==> src/rtl/pes_piso_serializer.sv <==
// Parallel-in serial-out framer: accepts a WIDTH-bit word on a valid/ready
// handshake and shifts it out one bit per clock with frame/last markers.
module pes_piso_serializer #(
  parameter int unsigned WIDTH      = 8,
  parameter int unsigned MSB_FIRST  = 1,
  parameter int unsigned GAP_CYCLES = 1
) (
  input  logic             clk,
  input  logic             reset,
  input  logic [WIDTH-1:0] data_in,
  input  logic             data_valid,
  output logic             data_ready,
  output logic             serial_out,
  output logic             frame_active,
  output logic             last_bit
);

  localparam int unsigned   CW       = (WIDTH > 1) ? $clog2(WIDTH) : 1;
  localparam logic [CW-1:0] LAST_IDX = CW'(WIDTH - 1);
  localparam logic [3:0]    GAP_LAST = (GAP_CYCLES == 0) ? 4'd0 : 4'(GAP_CYCLES - 1);
  localparam bit            NO_GAP   = (GAP_CYCLES == 0);
  localparam int unsigned   FIRST    = (MSB_FIRST != 0) ? WIDTH - 1 : 0;

  typedef enum logic [1:0] {
    ST_IDLE,
    ST_SHIFT,
    ST_GAP
  } state_e;

  state_e             state_q, state_d;
  logic [WIDTH-1:0]   shift_q, shift_d;
  logic [CW-1:0]      bit_cnt_q, bit_cnt_d;
  logic [3:0]         gap_cnt_q, gap_cnt_d;
  logic               serial_q, serial_d;
  logic               frame_q, frame_d;
  logic               last_q, last_d;

  logic [WIDTH-1:0]   shift_adv;
  logic [CW-1:0]      bit_cnt_inc;
  logic               accept;

  // Ready depends only on registered state (and reset), never on data_valid.
  assign data_ready = reset &&
                      ((state_q == ST_IDLE) ||
                       (NO_GAP && (state_q == ST_SHIFT) && last_q));
  assign accept      = data_valid && data_ready;
  assign bit_cnt_inc = bit_cnt_q + 1'b1;

  always_comb begin
    if (MSB_FIRST != 0) shift_adv = {shift_q[WIDTH-2:0], 1'b0};
    else                shift_adv = {1'b0, shift_q[WIDTH-1:1]};
  end

  always_comb begin
    state_d   = state_q;
    shift_d   = shift_q;
    bit_cnt_d = bit_cnt_q;
    gap_cnt_d = gap_cnt_q;
    serial_d  = 1'b0;
    frame_d   = 1'b0;
    last_d    = 1'b0;

    if (accept) begin
      // Load presents bit 0 on the registered output right after this edge.
      state_d   = ST_SHIFT;
      shift_d   = data_in;
      bit_cnt_d = '0;
      serial_d  = data_in[FIRST];
      frame_d   = 1'b1;
      last_d    = 1'b0;
    end else begin
      unique case (state_q)
        ST_IDLE: ;
        ST_SHIFT: begin
          if (last_q) begin
            state_d   = NO_GAP ? ST_IDLE : ST_GAP;
            shift_d   = '0;
            bit_cnt_d = '0;
            gap_cnt_d = '0;
          end else begin
            shift_d   = shift_adv;
            bit_cnt_d = bit_cnt_inc;
            serial_d  = shift_adv[FIRST];
            frame_d   = 1'b1;
            last_d    = (bit_cnt_inc == LAST_IDX);
          end
        end
        ST_GAP: begin
          if (gap_cnt_q == GAP_LAST) begin
            state_d   = ST_IDLE;
            gap_cnt_d = '0;
          end else begin
            gap_cnt_d = gap_cnt_q + 4'd1;
          end
        end
        default: state_d = ST_IDLE;
      endcase
    end
  end

  always_ff @(posedge clk) begin
    if (!reset) begin
      state_q   <= ST_IDLE;
      shift_q   <= '0;
      bit_cnt_q <= '0;
      gap_cnt_q <= '0;
      serial_q  <= 1'b0;
      frame_q   <= 1'b0;
      last_q    <= 1'b0;
    end else begin
      state_q   <= state_d;
      shift_q   <= shift_d;
      bit_cnt_q <= bit_cnt_d;
      gap_cnt_q <= gap_cnt_d;
      serial_q  <= serial_d;
      frame_q   <= frame_d;
      last_q    <= last_d;
    end
  end

  assign serial_out   = serial_q;
  assign frame_active = frame_q;
  assign last_bit     = last_q;

endmodule

==> config.mk <==
export PLATFORM = sky130hd
export DESIGN_NAME = pes_piso_serializer
export DESIGN_NICKNAME = d
export VERILOG_FILES = /design/src/rtl/pes_piso_serializer.sv
export SDC_FILE = /design/constraint.sdc
export NUM_CORES = 1
export LEC_CHECK = 0
export CORE_UTILIZATION = 51
export DETAILED_ROUTE_END_ITERATION = 8
export GPL_ROUTABILITY_DRIVEN = 0
export PLACE_DENSITY_LB_ADDON = 0.1
export SYNTH_ARGS = -nofsm -noshare
export SYNTH_HDL_FRONTEND = slang
export SYNTH_SLANG_ARGS = --single-unit
==> constraint.sdc <==
create_clock -name clk -period 1.7 [get_ports clk]
set_input_delay 0.34 -clock clk [delete_from_list [all_inputs] [get_ports clk]]
set_output_delay 0.34 -clock clk [all_outputs]
set_load 0.02 [all_outputs]
After elaboration in Yosys (flattened, before gate mapping)
Cells that the tools add are included.
- add/subtract/negate cells: 2
- eq/ne operators: 8
- multiplexer cells: 17
- bitwise operators: 4
- reductions and logical operators: 11
- operator list (kind ; count):
    2-to-1 mux 7 bit ; 3
    AND reduction 3 bit ; 3
    2-to-1 mux 4 bit ; 2
    case mux 4 bit (2 select lines) ; 1
    2-to-1 mux 1 bit ; 7
    != test 2 bit, second input constant ; 3
    != test 3 bit, second input constant ; 2
    case mux 2 bit (3 select lines) ; 1
    adder 4 x 1 -> 4 bit, second input constant ; 1
    zero test 4 bit ; 1
    2-to-1 mux 2 bit ; 2
    inverter 1 bit ; 4
    nonzero test 2 bit ; 2
    OR reduction 4 bit ; 1
    adder 3 x 1 -> 3 bit, second input constant ; 1
    == test 3 bit, second input constant ; 1
    2-to-1 mux 3 bit ; 1
    == test 2 x 1 -> 1 bit, second input constant ; 1
    == test 2 bit, second input constant ; 1
    logical AND 1 bit ; 2
    zero test 2 bit ; 1
    OR reduction 2 bit ; 1
- flip-flop bits (word level): 19
- input bits: 11
- output and inout bits: 4
- logic and storage cells: 50

Depth between registers and ports, before layout
- word-level depth: 5
- depth in mapped cells: 6
- gate-level depth less buffers: 5

Least setup slack after synthesis
No wires, ideal clock.
- path kind: register -> register
- start point: register gap_cnt_q[0]
- end point: register state_q[1]
- library setup time: 0.086 ns
- data arrival time: 1.423 ns
- required time: 1.614 ns
- path slack: 0.191 ns
- cell stages (with the launch flop): 6
- buffers on the path: 0
- period minus slack after synthesis: 1.509 ns
- cell sequence: dfxtp_1 -> inv_1 -> ha_1 -> or3b_4 -> or3b_1 -> a221oi_2
- longest elaborated chain between the ends: 3
- RTL lines (what ; line ; text):
    start: declaration ; 33 ; logic [3:0] gap_cnt_q, gap_cnt_d;
    start signal: assignment ; 114 ; gap_cnt_q <= gap_cnt_d;
    zero test 4 bit ; 89 ; if (gap_cnt_q == GAP_LAST) begin
    != test 2 bit (no line) ; -- ;
    AND reduction 3 bit (no line) ; -- ;
    end signal: assignment ; 111 ; state_q <= state_d;
    end: declaration ; 30 ; state_e state_q, state_d;
Every way passes these cells.
A chain may end at the register's enable or synchronous reset.

Worst setup path in the final report
Same ends and word-level chain as after synthesis.

==> run metrics <==
status complete, no violations; Setup Fix Bufs, Post-CTS 0; wire length on met2 974 um; Post-Syn Area 931 um2; reg2reg setup slack 0.07 ns; RSZ-0062 raised after global routing true; die area 2000 um2; critical path type reg -> reg; slew of the pin with the lowest slew margin 0.329 ns; WP data required 1.91 ns; Max Freq 612 MHz; GR Overflow Total 0; H-Tree Depth 1; area fraction of the dominant cell type after synthesis 40.9%; largest net degree at the start of global routing 20; most numerous cell in the Yosys netlist dfxtp_1; Worst Hold Margin 0.481 ns; via count 824; antenna-violating nets left 0; Util after Layout 66.2%; Clock Latency Late Sink 0.30 ns; Die Wd 44.7 um; first-pass GRT wire length 3110 um; fraction of the yosys area taken by sequential cells 40.9%; Synthesis Warnings 0; period utilisation layout 96.1%; # setup viols final 0; Total Wirelength 1940 um; worst vdd ir 0.539 mV; CP Launch Type flop; Critical Path AT 1.85 ns; reg2reg path depth 5; worst hold stages 2; WL/cell 13.2 um; nature of the critical path endpoint flop; Reg2Reg Launch Point gap_cnt_q[0]; Max Cap Viol 0; Rows 15; Met3 Routed Length 68 um; synthesized instance count 104; Worst Hold Launch shift_q[6]; CTS tree done; Synth Flop Type dfxtp_1; clock skew 0.00196 ns; max-slew violation count 0; Die H 44.7 um; syn nets 122; DR top layer met4; clock sink total 19; Longest Clk Path Bufs 2; area leader, netlist dfxtp_1; Synth top cells by count 19 x dfxtp_1, 11 x o21ai_0, 10 x nor2_1; port bufs 14; Seq cells post-synth 19; gr usage total 21.0%; Max-Slew Margin vs Limit 77.8%; worst hold path endpoint serial_out; Syn Area/Cell 8.95 um2; Worst-path clk slew 0.11 ns; Worst Hold Class reg -> reg; Distinct cells, synth 30; number of global-route vias before repair 703; Area Overhead vs Synth 22.7%; number of synthesized flops with an enable pin 0; initial antenna violation count 0; met1 WL 858 um; drt pass-1 iters 4; pwr dens 768 nW/um2; CTS buffer count 3; Pleak 0.456 nW; Via density 5.61; CTS Hold Bufs 0; violation count after the first detailed-route iteration 18; Total Nets Final 141; Starting Density 53.9%; post-layout minimum cycle time 1.63 ns; synth top area cells dfxtp_1 41%, ha_1 9.4%, o21ai_0 5.9%, a221oi_1 5.6%, nor2_1 4.0%; boundary pin count 15; DP Area 1110 um2; Reg-to-Reg End state_q[1]; DRC viols 0; crit-path max FO 4; Async SR Flop Fraction 0%; Antenna diodes 0; layout cells sized above 1 12.3%; post-route cell area 1140 um2; Core Area 1730 um2; Final Hold Vio Count 0; CTS root buffer clkbuf_4; dpl hpwl 1460 um
## worst max-delay path, stage by stage (launching register included)
cell	delay, ns
dfxtp_2	0.36
inv_2	0.06
ha_1	0.12
or3b_4	0.38
or3b_4	0.38
a221oi_2	0.25
## kinds of logic (layout without fill, tap and decap cells)
kind of cell / count (synthesis) / after routing / share of synthesized area, %
simple gates: 36 / 36 / 21.0
compound gates: 29 / 29 / 21.8
flops: 19 / 19 / 40.9
buf+inv: 11 / 29 / 4.97
fa+ha+maj: 7 / 7 / 9.41
xor+xnor: 1 / 1 / 0.941
mux: 1 / 1 / 1.08
## state kept, by name, summed over array words and instances (netlist names)
signal	flops
bit_cnt_q	3
frame_active	1
gap_cnt_q	4
last_bit	1
serial_out	1
shift_q	7
state_q	2
## what timing repair did
item	in CTS	in global routing
endpoints found under the hold margin	0	0
pin swaps	0	1
setup endpoints to repair	1	3
resized for setup	2	6
## how the worst max path moves through the flow
stage | from | to | depth (start not counted)
5_1_grt | gap_cnt_q[0] | state_q[1] | 5
6_report | gap_cnt_q[0] | state_q[1] | 5
2_1_floorplan | gap_cnt_q[0] | state_q[1] | 5
3_3_place_gp | reset | data_ready | 3
4_1_cts | state_q[0] | data_ready | 4
3_5_place_dp | reset | data_ready | 3
## power breakdown
| group | total [mW] | internal (mW) | switching, mW | leakage [nW] |
|---|---|---|---|---|
| Combinational | 0.165 | 0.0744 | 0.0908 | 0.282 |
| Clock | 0.230 | 0.0877 | 0.143 | 0.0177 |
| Sequential | 0.482 | 0.470 | 0.0121 | 0.156 |
| Total | 0.877 | 0.632 | 0.245 | 0.456 |
## metal layers
metal,global-route usage [%],up-vias
met5,0,-
met4,7.27,0
met3,2.40,7
met2,37.6,19
met1,25.9,387
li1,-,411
## through the flow
step                std cells  setup WS [ns]  TNS [ns]  power, mW
floorplan                 104          0.191         0      0.590
global placement          143         -0.213    -0.213      0.655
detailed placement        143         -0.209    -0.209      0.659
CTS                       147        0.00866         0      0.882
global route              147        -0.0131   -0.0131      0.919
finish                    147         0.0656         0      0.877
## cell type report
cell class,count,area (um2)
Fill cell,154,584
Sequential cell,19,383
Multi-Input combinational cell,74,507
Tap cell,25,31.3
Timing Repair Buffer,18,168
Clock inverter,1,5.00
Clock buffer,3,22.5
Inverter,7,26.3
## cells in the final DEF (no fill, tap or decap), types with 4 or more instances in the layout
| cell type | Yosys | final |
|---|---|---|
| clkdlybuf4s50_1 | 0 | 12 |
| nor2_1 | 10 | 10 |
| ha_1 | 7 | 7 |
| nor2b_1 | 4 | 4 |
| a221oi_1 | 6 | 6 |
| inv_1 | 6 | 5 |
| dfxtp_1 | 19 | 17 |
| o21ai_0 | 11 | 11 |
| buf_4 | 1 | 4 |
| nand3_1 | 4 | 4 |
| a21boi_0 | 4 | 4 |
| nand2_1 | 5 | 5 |
Note: power is estimated with default switching activity, not from simulation.
